File: src/rtl/pipeline_hazard_ctrl_pkg.sv
// ----------------------------------------------------------------------------
// pipe_pkg
// Shared definitions for the pipeline hazard controller:
//   - REG_IDX_W            : register index width (R0..R15)
//   - MEM_WAIT_CYCLES_DEF  : default number of freeze cycles per MEM access
//   - wait_state_e         : SRAM wait-state FSM encoding (IDLE / WAIT)
// ----------------------------------------------------------------------------
package pipe_pkg;

   localparam int REG_IDX_W           = 4;
   localparam int MEM_WAIT_CYCLES_DEF = 2;

   typedef enum logic {
      ST_IDLE = 1'b0,
      ST_WAIT = 1'b1
   } wait_state_e;

endpackage : pipe_pkg

File: src/rtl/pipeline_hazard_ctrl_hazard_detect.sv
// ----------------------------------------------------------------------------
// hazard_detect
// Purely combinational RAW hazard detector for the instruction in ID.
// Build option: FORWARDING_EN
//   undefined : stall on any valid source matching a pending write in EXE or MEM
//   defined   : stall only on load-use (load in EXE writing a valid source);
//               MEM-stage matches are covered by the forwarding unit.
// Ports:
//   id_src1_i / id_src2_i            source register indices of the ID instruction
//   id_src1_valid_i / id_src2_valid_i  source actually read
//   exe_dest_i, exe_wb_en_i, exe_mem_r_en_i  destination info held in ID/EXE
//   mem_dest_i, mem_wb_en_i          destination info held in EXE/MEM
//   hazard_o                         ID instruction must wait
// ----------------------------------------------------------------------------
module hazard_detect
   import pipe_pkg::*;
(
   input  logic [REG_IDX_W-1:0] id_src1_i,
   input  logic [REG_IDX_W-1:0] id_src2_i,
   input  logic                 id_src1_valid_i,
   input  logic                 id_src2_valid_i,
   input  logic [REG_IDX_W-1:0] exe_dest_i,
   input  logic                 exe_wb_en_i,
   input  logic                 exe_mem_r_en_i,
   input  logic [REG_IDX_W-1:0] mem_dest_i,
   input  logic                 mem_wb_en_i,
   output logic                 hazard_o
);

   logic exe_match;
   logic mem_match;

   // R15 is compared like any other register.
   assign exe_match = exe_wb_en_i &
                      ((id_src1_valid_i & (id_src1_i == exe_dest_i)) |
                       (id_src2_valid_i & (id_src2_i == exe_dest_i)));

   assign mem_match = mem_wb_en_i &
                      ((id_src1_valid_i & (id_src1_i == mem_dest_i)) |
                       (id_src2_valid_i & (id_src2_i == mem_dest_i)));

`ifdef FORWARDING_EN
   // Only a load in EXE cannot be forwarded in time.
   assign hazard_o = exe_mem_r_en_i & exe_match;

   logic unused_mem_match;
   assign unused_mem_match = mem_match;
`else
   assign hazard_o = exe_match | mem_match;

   logic unused_exe_mem_r_en;
   assign unused_exe_mem_r_en = exe_mem_r_en_i;
`endif

endmodule : hazard_detect

File: src/rtl/pipeline_hazard_ctrl.sv
// ----------------------------------------------------------------------------
// pipeline_hazard_ctrl
// Central freeze/flush sequencer for the 5-stage pipeline. Combines the SRAM
// wait-state FSM, taken-branch flush and RAW hazard stall (priority in that
// order) and keeps a saturating count of cycles with freeze_pc asserted.
// Build option: FORWARDING_EN (see hazard_detect) selects load-use-only stalls.
// Parameters:
//   MEM_WAIT_CYCLES : freeze cycles per MEM data access (0 = never freeze)
//   CNT_W           : width of stall_count
// Ports:
//   clk, rst (synchronous, active high)
//   id_*            : source operands of the ID instruction
//   exe_*, mem_*    : destination info held in ID/EXE and EXE/MEM
//   mem_req         : MEM stage holds a load/store
//   exe_branch_taken: EXE resolves a taken branch
//   freeze_pc/exe/mem, flush_if/id : pipeline register controls
//   mem_busy        : wait FSM is holding the pipeline
//   stall_count     : saturating count of freeze_pc cycles
// ----------------------------------------------------------------------------
module pipeline_hazard_ctrl
   import pipe_pkg::*;
#(
   parameter int MEM_WAIT_CYCLES = MEM_WAIT_CYCLES_DEF,
   parameter int CNT_W           = 16
) (
   input  logic                 clk,
   input  logic                 rst,
   input  logic [REG_IDX_W-1:0] id_src1,
   input  logic [REG_IDX_W-1:0] id_src2,
   input  logic                 id_src1_valid,
   input  logic                 id_src2_valid,
   input  logic [REG_IDX_W-1:0] exe_dest,
   input  logic                 exe_wb_en,
   input  logic                 exe_mem_r_en,
   input  logic [REG_IDX_W-1:0] mem_dest,
   input  logic                 mem_wb_en,
   input  logic                 mem_req,
   input  logic                 exe_branch_taken,
   output logic                 freeze_pc,
   output logic                 freeze_exe,
   output logic                 freeze_mem,
   output logic                 flush_if,
   output logic                 flush_id,
   output logic                 mem_busy,
   output logic [CNT_W-1:0]     stall_count
);

   // Counter only ever holds values up to MEM_WAIT_CYCLES-1.
   localparam int WCNT_W = (MEM_WAIT_CYCLES > 1) ? $clog2(MEM_WAIT_CYCLES) : 1;
   localparam logic [WCNT_W-1:0] WAIT_INIT =
      (MEM_WAIT_CYCLES > 0) ? WCNT_W'(MEM_WAIT_CYCLES - 1) : '0;

   wait_state_e       state_q, state_d;
   logic [WCNT_W-1:0] wait_cnt_q, wait_cnt_d;
   logic [CNT_W-1:0]  stall_cnt_q, stall_cnt_d;
   logic              busy;
   logic              hazard;

   hazard_detect u_hazard_detect (
      .id_src1_i       (id_src1),
      .id_src2_i       (id_src2),
      .id_src1_valid_i (id_src1_valid),
      .id_src2_valid_i (id_src2_valid),
      .exe_dest_i      (exe_dest),
      .exe_wb_en_i     (exe_wb_en),
      .exe_mem_r_en_i  (exe_mem_r_en),
      .mem_dest_i      (mem_dest),
      .mem_wb_en_i     (mem_wb_en),
      .hazard_o        (hazard)
   );

   // Wait-state FSM: next state and busy indication.
   always_comb begin
      // NOTE: every combinational output gets a default first so no path
      // through the case leaves it unassigned (which would infer a latch).
      state_d    = state_q;
      wait_cnt_d = wait_cnt_q;
      busy       = 1'b0;
      unique case (state_q)
         ST_IDLE: begin
            if (mem_req && (MEM_WAIT_CYCLES > 0)) begin
               busy       = 1'b1;
               state_d    = ST_WAIT;
               wait_cnt_d = WAIT_INIT;
            end
         end
         ST_WAIT: begin
            if (wait_cnt_q != '0) begin
               busy       = 1'b1;
               wait_cnt_d = wait_cnt_q - 1'b1;
            end else begin
               // Access retires this cycle; mem_req still shows it, so ignore.
               state_d = ST_IDLE;
            end
         end
         default: state_d = ST_IDLE;
      endcase
   end

   // Priority mux: memory freeze > branch flush > hazard stall.
   always_comb begin
      freeze_pc  = 1'b0;
      freeze_exe = 1'b0;
      freeze_mem = 1'b0;
      flush_if   = 1'b0;
      flush_id   = 1'b0;
      mem_busy   = 1'b0;
      if (!rst) begin
         if (busy) begin
            // Branch/hazard stay asserted by their sources and are handled
            // on the first unfrozen cycle.
            mem_busy   = 1'b1;
            freeze_pc  = 1'b1;
            freeze_exe = 1'b1;
            freeze_mem = 1'b1;
         end else if (exe_branch_taken) begin
            // ID instruction is squashed, so its hazard is irrelevant.
            flush_if = 1'b1;
            flush_id = 1'b1;
         end else if (hazard) begin
            freeze_pc = 1'b1;
            flush_id  = 1'b1;
         end
      end
   end

   assign stall_cnt_d = (freeze_pc && (stall_cnt_q != '1)) ? stall_cnt_q + 1'b1
                                                           : stall_cnt_q;

   // NOTE: state registers use non-blocking assignments so every flop samples
   // pre-edge values regardless of statement order.
   always_ff @(posedge clk) begin
      if (rst) begin
         state_q     <= ST_IDLE;
         wait_cnt_q  <= '0;
         stall_cnt_q <= '0;
      end else begin
         state_q     <= state_d;
         wait_cnt_q  <= wait_cnt_d;
         stall_cnt_q <= stall_cnt_d;
      end
   end

   assign stall_count = stall_cnt_q;

endmodule : pipeline_hazard_ctrl

File: config.mk
export PLATFORM = sky130hd
export DESIGN_NAME = pipeline_hazard_ctrl
export DESIGN_NICKNAME = d
export VERILOG_FILES = /design/src/rtl/pipeline_hazard_ctrl_pkg.sv /design/src/rtl/pipeline_hazard_ctrl_hazard_detect.sv /design/src/rtl/pipeline_hazard_ctrl.sv
export SDC_FILE = /design/constraint.sdc
export NUM_CORES = 1
export LEC_CHECK = 0
export ABC_AREA = 1
export BUFFER_PORTS_ARGS = -buffer_cell sky130_fd_sc_hd__buf_2
export CAP_MARGIN = 20
export CORE_AREA = 5 5 57 59
export DETAILED_ROUTE_END_ITERATION = 8
export DIE_AREA = 0 0 62 64
export HOLD_SLACK_MARGIN = 0.15
export MAX_ROUTING_LAYER = met4
export PLACE_DENSITY = 0.85
export SYNTH_ARGS = -nofsm -noshare
export SYNTH_HDL_FRONTEND = slang
export SYNTH_HIERARCHICAL = 1
export SYNTH_SLANG_ARGS = --single-unit
File: constraint.sdc
create_clock -name clk -period 2.55 [get_ports clk]
set_input_delay 0.1275 -clock clk [delete_from_list [all_inputs] [get_ports clk]]
set_output_delay 0.1275 -clock clk [all_outputs]
set_load 0.02 [all_outputs]
Word-level counts from Yosys, hierarchy flattened --
Cells that the tools add are included.
Word-level totals: register bits 18, input bits 25, output and inout bits 22, logic and storage cells 40
Operators by class: add/sub/neg operators 2, equal/unequal tests 6, multiplexer cells 18, bitwise gates (word level) 10, reduce and logical (&&, ||, !) cells 1
Operators by type and width (number):
- $add 16x1->16 const B | 1
- $eq 4x4->1 | 4
- $mux 1 | 16
- $ne 16x16->1 const B | 1
- $and 1x1->1 | 6
- $pmux 1 s2 | 2
- $or 1x1->1 | 3
- $ne 2x2->1 const B | 1
- $logic_and 1x1->1 | 1
- $not 1->1 | 1
- $sub 1x1->1 const B | 1

Logic depth before layout (Yosys ltp) --
Gate-level depths: netlist (run 1).
depth after elaboration 10, gate-level depth with buffers 15, mapped depth without buffers 15

Cells and area by module --
Netlist (run 1), hierarchy kept.
By module, submodules not included:
- pipeline_hazard_ctrl | times used 1, cells an instance 173, area each 1096.1 um2
- hazard_detect | times used 1, cells an instance 70, area each 287.8 um2

Worst setup path before layout (run 1) --
No wires, ideal clock.
kind reg-to-reg, start point reg stall_cnt_q[1] (netlist: stall_count[1]), end point reg stall_cnt_q[11] (netlist: stall_count[11]), setup time 0.115 ns, arrival time 1.400 ns, data required time 2.435 ns, slack 1.035 ns, stages on the path, launching flop included 8, buffers on the path 1, period minus slack after synthesis 1.515 ns, path through dfxtp_1 -> ha_1 -> nand3_2 -> nor2_4 -> nand2_4 -> buf_6 -> a21oi_1 -> nor2_1
Between the ends: cells in the longest elaborated chain, start to end 2, elaborated cells between the ends (all ways) 3
Ends and longest elaborated chain:
- start, declared | line pipeline_hazard_ctrl.sv:55 | logic [CNT_W-1:0] stall_cnt_q, stall_cnt_d;
- start signal, assigned | line pipeline_hazard_ctrl.sv:140 | stall_cnt_q <= stall_cnt_d;
- branches (longest 2 deep; another with $add 16x1->16)
Several ways; the timed one is not identified. A chain may end at the register's enable or synchronous reset.

Final worst setup path (run 1) --
start point in rst, end point out freeze_pc
Between the ends: cells in the longest elaborated chain, start to end 1
Ends and longest elaborated chain:
- start, declared | line pipeline_hazard_ctrl.sv:27 | input logic rst,
- $mux 1 | line pipeline_hazard_ctrl.sv:108 | if (!rst) begin
- end, declared | line pipeline_hazard_ctrl.sv:39 | output logic freeze_pc,
Every way passes these cells.

==> results_dict.tcl, run 1 <==
set metrics [dict create \
    clock_skew_ns 0.00880 \
    yosys.cell_types.count 20 \
    outcome "finished, final reports clean" \
    wl_um 3260 \
    fp.dieW_um 62 \
    peakVddDrop_v 0.000323 \
    clkTransAtPathRegs_ns 0.10 \
    yosys.area_share.xor_xnor_pct 2.53 \
    cp-startpoint "rst" \
    nNetsFinal 316 \
    cts_sinks 18 \
    rsz0062_at_grt "no" \
    layout.cells.non_filler 320 \
    synthTopCellsByArea "dfxtp_1 26%, nand2_1 21%, nor2_1 15%" \
    synthMuxAreaShare_pct 0 \
    place_inst 314 \
    tightest_slew_ns 0.320 \
    cts_root_buf "clkbuf_4" \
    first_global_vias 1323 \
    grt_max_degree 20 \
    die_h_um 64 \
    clockBufferDepth 2 \
    io_pins 47 \
    routed_via_density 4.77 \
    power_density_nw_per_um2 358 \
    min_path_type "reg -> reg" \
    fin_crit_ns 1.82 \
    ys_warn_count 6 \
    reg2reg_slack_ns 0.98 \
    worstRegToRegCells 8 \
    cp_max_fo 19 \
    synth_top_cell_by_area "dfxtp_1" \
    critPathKind "in -> out" \
    dp_hpwl_um 2610 \
    clock_latency_ns 0.30 \
    synthAdderAreaFrac_pct 0.904 \
    hold_end "wait_cnt_q" \
    slew_violations 0 \
    cp.arrival_ns 1.70 \
    h-tree-depth 1 \
    vias 1526 \
    numCtsBuffers 3 \
    synth-compound-area-share_pct 4.97 \
    syn-instance-count 243 \
    grt_usage_pct 17.7 \
    initial_utilization_pct 52.0 \
    drive_gt1_share_pct 22.8 \
    rr_endpoint "stall_count[14]" \
    place.gp.congestion 0.829 \
    drtIter0Drc 55 \
    area_growth_pct 19.6 \
    worstHoldStart "state_q" \
    fp.coreArea_um2 2660 \
    placementRows 19 \
    dieArea_um2 3970 \
    finalSetupTns_ns 0 \
    reg2reg_from "stall_count[1]" \
    insertedDiodeCount 0 \
    power.leakage_uw 0.000892 \
    synth_top_family_by_area "simple AND/OR/NAND/NOR gates" \
    ys_ff_latch 18 \
    synth-simple-area-share_pct 54.2 \
    io_buffers 45 \
    antenna_found_initial 0 \
    slew-limit-headroom_pct 78.6 \
    drc 0 \
    first_pass_iters 4 \
    grt_pass1_wl_um 5460 \
    ant_nets 0 \
    cts_tree "yes" \
    syn-cell-area_um2 1380 \
    wl_per_cell_um 10.2 \
    finalSetupViolCount 0 \
    synth_top_area_share_pct 26.0 \
    critPathLaunchType "primary input" \
    mostFrequentLayoutCells "79 x nand2_1, 54 x nor2_1, 45 x buf_2, 26 x inv_1, 20 x nand3_1" \
    hold_viol_final 0 \
    synth.yosys.seq_area_share_pct 26.0 \
    layout_commonest_cell "nand2_1" \
    worstPathRequired_ns 2.42 \
    max_freq_mhz 548 \
    crit_path_end_kind "output port" \
    maxCapViolCount 0 \
    globalRouteOverflowTotal 0 \
    syn_area_per_cell_um2 5.69 \
    fin_crit_sh_pct 71.5 \
    syn_nets 269 \
    min_delay_path_depth 1 \
]
[registers in the layout, indices dropped and copies added, names as in the netlist]
signal	flops
stall_count	16
state_q	1
wait_cnt_q	1
[timing repair]
item,4_1_cts,5_1_grt
setup buffers,0,0
gates resized for setup,0,0
hold endpoints to repair,2,0
hold buffers,2,0
endpoints found under the setup margin,0,0
[final cells by class]
cell class                 count  area (um2)
tap                           31        38.8
fill                         283        1010
inverter                      29         109
clock buffer                   4        36.3
sequential                    18         360
multi-input combinational    191         866
timing repair buffer          47         245
[logic make-up after synthesis]
group | after synthesis
AND/OR/NAND/NOR | 173
buffers and inverters | 34
flip-flops | 18
AO/OA/AOI/OAI | 13
XOR/XNOR | 4
adder cells (fa/ha/maj) | 1
[how the worst max path moves through the flow]
stage	end	slack (ns)
2_1_floorplan	stall_count[11]	1.03
3_3_place_gp	stall_count[0]	1.0
3_5_place_dp	stall_count[3]	0.97
4_1_cts	freeze_pc	0.76
5_1_grt	freeze_pc	0.63
6_report	freeze_pc	0.73
[through the flow]
| stage | hold WS, ns | setup WS, ns | cell area [um2] | total power, uW | util [%] |
|---|---|---|---|---|---|
| 3_5_place_dp | 0.345 | 0.969 | 1600 | 415 | 60.1 |
| 6_report | 0.474 | 0.727 | 1660 | 593 | 62.2 |
| 3_3_place_gp | 0.343 | 0.998 | 1600 | 412 | 60.1 |
| 4_1_cts | 0.473 | 0.758 | 1660 | 595 | 62.2 |
| 2_1_floorplan | 0.197 | 1.03 | 1380 | 377 | - |
| 5_1_grt | 0.490 | 0.635 | 1660 | 637 | 62.2 |
[cells in the mapped netlist, drive strengths merged]
master,instances
nand2,86
o21ai,4
xnor2,4
nor3,2
ha,1
dfxtp,18
a21oi,6
nor2,59
inv,29
a31oi,3
nand4,4
nand3,22
buf,5
[critical path, stage by stage]
cell	delay (ns)
dlygate4sd3_1	0.53
buf_2	0.15
inv_2	0.25
nand3_1	0.13
nand2_2	0.27
buf_2	0.23
[layer usage]
metal / GRT usage [%] / vias to the layer above / wire, um
li1: - / 841 / -
met1: 24.0 / 644 / 1520
met2: 27.3 / 41 / 1510
met3: 4.02 / 0 / 218
met4: 2.39 / 0 / 0
met5: - / - / 0
[where the power goes]
| group | leakage, uW | internal (uW) | switching [uW] |
|---|---|---|---|
| registers | 0.000146 | 286 | 5.41 |
| logic | 0.000726 | 46.2 | 73.0 |
| clock network | 0.0000210 | 87.2 | 95.0 |
No activity file was read; power rests on OpenSTA's default activity.
==> run 2, diff against run 1 <==
--- a/config.mk
+++ b/config.mk
@@ -5,15 +5,15 @@
 export SDC_FILE = /design/constraint.sdc
 export NUM_CORES = 1
 export LEC_CHECK = 0
-export ABC_AREA = 1
+export ABC_AREA = 0
 export BUFFER_PORTS_ARGS = -buffer_cell sky130_fd_sc_hd__buf_2
 export CAP_MARGIN = 20
-export CORE_AREA = 5 5 57 59
+export CORE_AREA = 5 5 56 58
 export DETAILED_ROUTE_END_ITERATION = 8
-export DIE_AREA = 0 0 62 64
+export DIE_AREA = 0 0 61 63
 export HOLD_SLACK_MARGIN = 0.15
 export MAX_ROUTING_LAYER = met4
-export PLACE_DENSITY = 0.85
+export PLACE_DENSITY = 0.8
 export SYNTH_ARGS = -nofsm -noshare
 export SYNTH_HDL_FRONTEND = slang
 export SYNTH_HIERARCHICAL = 1
==> constraint.sdc (replaced) <==
create_clock -name clk -period 1.7 [get_ports clk]
set_input_delay 0.085 -clock clk [delete_from_list [all_inputs] [get_ports clk]]
set_output_delay 0.085 -clock clk [all_outputs]
set_load 0.02 [all_outputs]
==> results_dict.tcl, run 2 <==
set metrics [dict create \
    rsz0062_at_grt "yes" \
    synthFlopType "dfxtp_1" \
    cpPeakStageDelay_ns 0.57 \
    wl_per_cell_um 17.6 \
    yosys.cell_types.count 36 \
    synthMuxAreaShare_pct 5.32 \
    numCtsBuffers 3 \
    slew-limit-headroom_pct 70.3 \
    area_growth_pct 70.3 \
    finish.instance_area_um2 2040 \
    grt_max_degree 11 \
    drc 0 \
    syn_area_per_cell_um2 8.62 \
    total_power_uw 917 \
    synthTopCellsByArea "dfxtp_1 30%, xor2_1 8.8%, a21oi_1 4.2%" \
    layout_commonest_cell "buf_2" \
    routed_via_density 5.92 \
    cp_max_fo 6 \
    finalSetupViolCount 3 \
    synth-simple-area-share_pct 31.4 \
    drtIter0Drc 69 \
    grt_pass1_wl_um 6120 \
    critPathKind "reg -> reg" \
    syn-cell-area_um2 1200 \
    critPathLaunchType "flip-flop" \
    place_inst 244 \
    synth-compound-area-share_pct 15.4 \
    first_pass_iters 4 \
    synth_top_family_by_area "simple AND/OR/NAND/NOR gates" \
    h-tree-depth 1 \
    power_density_nw_per_um2 449 \
    finalSetupTns_ns -0.0826 \
    dp_hpwl_um 2900 \
    place_area_um2 1720 \
    ys_ff_latch 18 \
    clock_skew_ns 0.0103 \
    initial_utilization_pct 45.8 \
    cpMostUsedCell "or4_4" \
    drive_gt1_share_pct 59.0 \
    hold_viol_final 0 \
    fin_ws_ns -0.0429 \
    first_global_vias 1427 \
    fp.coreArea_um2 2620 \
    synthAdderAreaFrac_pct 1.04 \
    layout.cells.non_filler 258 \
    min_path_type "in -> reg" \
    cts_root_buf "clkbuf_4" \
    dieArea_um2 3840 \
    vias 1528 \
    cts_tree "yes" \
    slew_violations 0 \
    maxCapViolCount 0 \
    min_delay_path_depth 5 \
    clkTransAtPathRegs_ns 0.11 \
    nNetsFinal 255 \
    fin_crit_ns 1.74 \
    clock_latency_ns 0.30 \
    syn-instance-count 139 \
    synth_edf_count 0 \
    violations "setup timing" \
    largest_reg_flops 16 \
    preCtsSetupSlack_ns -0.379 \
    peakVddDrop_v 0.000476 \
    ant_nets 0 \
    fin_crit_sh_pct 103 \
    ys_warn_count 6 \
    cp_cell_sequence "nand4_4 > or4_4 > or4_4 > a21oi_2" \
    yosys.area_share.xor_xnor_pct 11.7 \
    worstPathRequired_ns 1.94 \
    outcome "finished with violations" \
    synth.yosys.seq_area_share_pct 30.1 \
    mostFrequentLayoutCells "42 x buf_2, 39 x buf_4, 10 x xor2_1, 9 x dfxtp_4, 8 x nand2_1" \
    placementRows 19 \
    fp.dieW_um 61 \
    synth_common_cells "18 x dfxtp_1, 12 x xor2_1, 10 x a21oi_1, 10 x nor3_1, 8 x nand2_1" \
    place.gp.congestion 0.846 \
    crit_path_end_kind "flip-flop" \
    antenna_found_initial 0 \
    worstRegToRegCells 4 \
    grt_usage_pct 21.2 \
    power.leakage_uw 0.000903 \
    synthArstFlopShare_pct 0 \
    max_freq_mhz 574 \
    io_buffers 45 \
    globalRouteOverflowTotal 0 \
    tightest_slew_ns 0.439 \
    insertedDiodeCount 0 \
    slowest_stage "or4_4" \
    synth_top_area_share_pct 30.1 \
    clockBufferDepth 2 \
    cts_sinks 18 \
    io_pins 47 \
    reg2reg_from "stall_count[5]" \
    synth_top_cell_by_area "dfxtp_1" \
    worstHoldStart "exe_branch_taken" \
    cp.arrival_ns 1.98 \
    yosysMostFrequentCell "dfxtp_1" \
    cp-startpoint "stall_count[5]" \
    syn_nets 165 \
    die_h_um 63 \
    wl_um 4550 \
]
## run 2: cell types whose count changed after synthesis, sizes merged, moves of 5 or more
cell / before / now
or4: 0 / 5
inv: 29 / 4
o41ai: 0 / 5
nand4: 4 / 9
nor2: 59 / 5
and3: 0 / 5
nand2: 86 / 8
xor2: 0 / 12
nor3: 2 / 10
nand3: 22 / 4
## run 2: critical path, delay by kind of cell (launching register included)
family	cells	cell delay, ns
DFF	1	0.37
AOI/OAI and AO/OA	1	0.15
and+or+nand+nor	3	1.15
## run 2: worst paths after layout
check | to | slack (ns)
worst max-delay path | stall_count[15] | -0.04
worst min-delay path | stall_count[1] | 0.38
worst max register to register | stall_count[15] | -0.04
worst min register to register | stall_count[15] | 0.53
## run 2: metal layers
layer | share of wire, % | global-route usage, % | vias to the layer above
met4 | 4.4 | 10.3 | 0
met2 | 50 | 36.2 | 88
met1 | 39 | 23.8 | 709
met5 | 0 | - | -
li1 | - | - | 709
met3 | 6.2 | 1.86 | 22
## run 2: what timing repair did
item | in CTS | in global routing
hold buffers | 3 | 0
endpoints found under the setup margin | 6 | 14
setup buffers | 0 | 8
hold endpoints to repair | 3 | 0
resized for setup | 7 | 38
pin swaps | 6 | 11
## run 2: cells by family (layout without fill, tap and decap cells)
group | Yosys count | after routing
xor gates and xnor gates | 16 | 16
and+or+nand+nor | 62 | 62
DFF | 18 | 18
AOI/OAI and AO/OA | 27 | 27
buffers and inverters | 9 | 97
muxes | 6 | 6
adders and majority gates | 1 | 1
## run 2: power breakdown
group	switching (uW)	total [uW]	internal, uW
Sequential	13.5	437	424
Combinational	134	263	129
Clock	134	217	82.6
Total	282	917	635
## run 2: layout make-up
class                   count  area [um2]
multi-input cells         112         962
repair buffers             90         604
well taps                  31        38.8
flip-flops and latches     18         398
inverters                   4        15.0
clock buffers               3        22.5
fillers                   169         574
## run 2: through the flow
step | util, % | hold WS (ns)
after floorplan | - | 0.247
after global routing | 78.0 | 0.388
final | 78.0 | 0.383
after CTS | 68.6 | 0.374
after global placement | 65.8 | 0.367
after detailed placement | 65.8 | 0.386
==> run 3, diff against run 2 <==
--- a/config.mk
+++ b/config.mk
@@ -12,7 +12,6 @@
 export DETAILED_ROUTE_END_ITERATION = 8
 export DIE_AREA = 0 0 61 63
 export HOLD_SLACK_MARGIN = 0.15
-export MAX_ROUTING_LAYER = met4
 export PLACE_DENSITY = 0.8
 export SYNTH_ARGS = -nofsm -noshare
 export SYNTH_HDL_FRONTEND = slang
==> results_dict.tcl, run 3 (synthesized netlist as in run 2, its figures left out) <==
set metrics [dict create \
    outcome "finished with violations" \
    routed_via_density 5.88 \
    min_path_type "in -> reg" \
    io_buffers 45 \
    critPathKind "reg -> reg" \
    mostFrequentLayoutCells "42 x buf_2, 39 x buf_4, 10 x xor2_1, 9 x dfxtp_4, 8 x nand2_1" \
    power_density_nw_per_um2 453 \
    antenna_found_initial 0 \
    grt_use_met1_pct 22.9 \
    slew-limit-headroom_pct 71.5 \
    place_area_um2 1720 \
    clkTransAtPathRegs_ns 0.11 \
    nNetsFinal 254 \
    insertedDiodeCount 0 \
    grt_use_met2_pct 36.2 \
    place.gp.congestion 0.833 \
    finalSetupViolCount 2 \
    violations "setup timing" \
    wl_per_cell_um 16.9 \
    area_growth_pct 69.5 \
    cp_max_fo 6 \
    worstPathRequired_ns 1.94 \
    layout.cells.non_filler 257 \
    reg2reg_slack_ns -0.02 \
    total_power_uw 920 \
    crit_end "stall_count[15]" \
    grt_pass1_wl_um 6110 \
    maxCapViolCount 0 \
    peakVddDrop_v 0.000472 \
    crit_path_end_kind "flip-flop" \
    clock_skew_ns 0.00781 \
    fin_crit_ns 1.72 \
    max_freq_mhz 581 \
    hold_slack_ns 0.376 \
    placementRows 19 \
    drive_gt1_share_pct 58.4 \
    fin_util_pct 77.7 \
    io_pins 47 \
    slew_violations 0 \
    drc 0 \
    layout_commonest_cell "buf_2" \
    power.leakage_uw 0.000914 \
    worstRegToRegCells 4 \
    slowest_stage "or4_4" \
    cp.arrival_ns 1.96 \
    first_pass_iters 5 \
    drtIter0Drc 66 \
    clock_latency_ns 0.30 \
    cp_cell_sequence "nand4_4 > or4_4 > or4_4 > a21oi_1" \
    first_global_vias 1430 \
    gr-usage-met3_pct 3.10 \
    wl_um 4350 \
    fin_ws_ns -0.0211 \
    finish.instance_area_um2 2030 \
    fp.coreArea_um2 2620 \
    cts_sinks 18 \
    dieArea_um2 3840 \
    numCtsBuffers 3 \
    reg2reg_from "stall_count[5]" \
    initial_utilization_pct 45.8 \
    fp.dieW_um 61 \
    place_inst 244 \
    cts_root_buf "clkbuf_4" \
    tightest_slew_ns 0.422 \
    largest_reg_flops 16 \
    globalRouteOverflowTotal 0 \
    h-tree-depth 1 \
    hold_viol_final 0 \
    clockBufferDepth 2 \
    rr_endpoint "stall_count[15]" \
    fin_crit_sh_pct 101 \
    rsz0062_at_grt "yes" \
    grt_usage_pct 20.6 \
    cp-startpoint "stall_count[5]" \
    cpMostUsedCell "or4_4" \
    ant_nets 0 \
    vias 1512 \
    grt_max_degree 11 \
    die_h_um 63 \
    busiest_layer "met2" \
    dp_hpwl_um 2900 \
    cts_tree "yes" \
    cpPeakStageDelay_ns 0.57 \
    critPathLaunchType "flip-flop" \
]
run 3: cell count changes in the layout (fill, tap and decap cells not counted), sizes merged:
cell / before / now
buf: 87 / 86
run 3: worst min-delay path by stage:
stage                     start             end  slack, ns  cells after the start
2_1_floorplan           mem_req      wait_cnt_q       0.25                      2
6_report       exe_branch_taken  stall_count[1]       0.38                      5
3_5_place_dp            mem_req      wait_cnt_q       0.39                      3
4_1_cts        exe_branch_taken  stall_count[1]       0.37                      5
3_3_place_gp            mem_req      wait_cnt_q       0.37                      3
5_1_grt        exe_branch_taken  stall_count[1]       0.38                      5
run 3: through the flow:
stage	TNS, ns	setup WS (ns)
3_5_place_dp	-2.97	-0.379
5_1_grt	-0.322	-0.0643
4_1_cts	-0.0437	-0.0280
3_3_place_gp	-1.64	-0.211
2_1_floorplan	-0.0420	-0.0305
6_report	-0.0326	-0.0211
run 3: critical path: cells and delay by family (launching register included):
kind,cells,cell delay (ns)
AO/OA/AOI/OAI,1,0.15
flip-flops,1,0.38
AND/OR/NAND/NOR,3,1.14
run 3: cell type report:
cell class | instances | area, um2
Tap cell | 31 | 38.8
Multi-Input combinational cell | 112 | 965
Inverter | 4 | 15.0
Fill cell | 164 | 583
Clock buffer | 3 | 22.5
Sequential cell | 18 | 398
Timing Repair Buffer | 89 | 593
run 3: timing repair:
action,CTS,global route
setup buffers,0,7
hold buffers,3,0
endpoints found under the hold margin,3,0
resized for setup,7,37
pin swaps,6,11
setup endpoints to repair,6,14
run 3: report_power, final:
group          total (uW)  switching [uW]  internal (uW)  leakage [uW]
Sequential            437            13.2            424      0.000154
Combinational         261             132            129      0.000746
Clock                 222             139           82.8     0.0000138
Total                 920             285            635      0.000914
run 3: routing by layer:
metal,wire length (um),up-vias
met5,0,-
met4,135,0
met3,339,16
met2,2250,81
met1,1630,710
li1,-,705
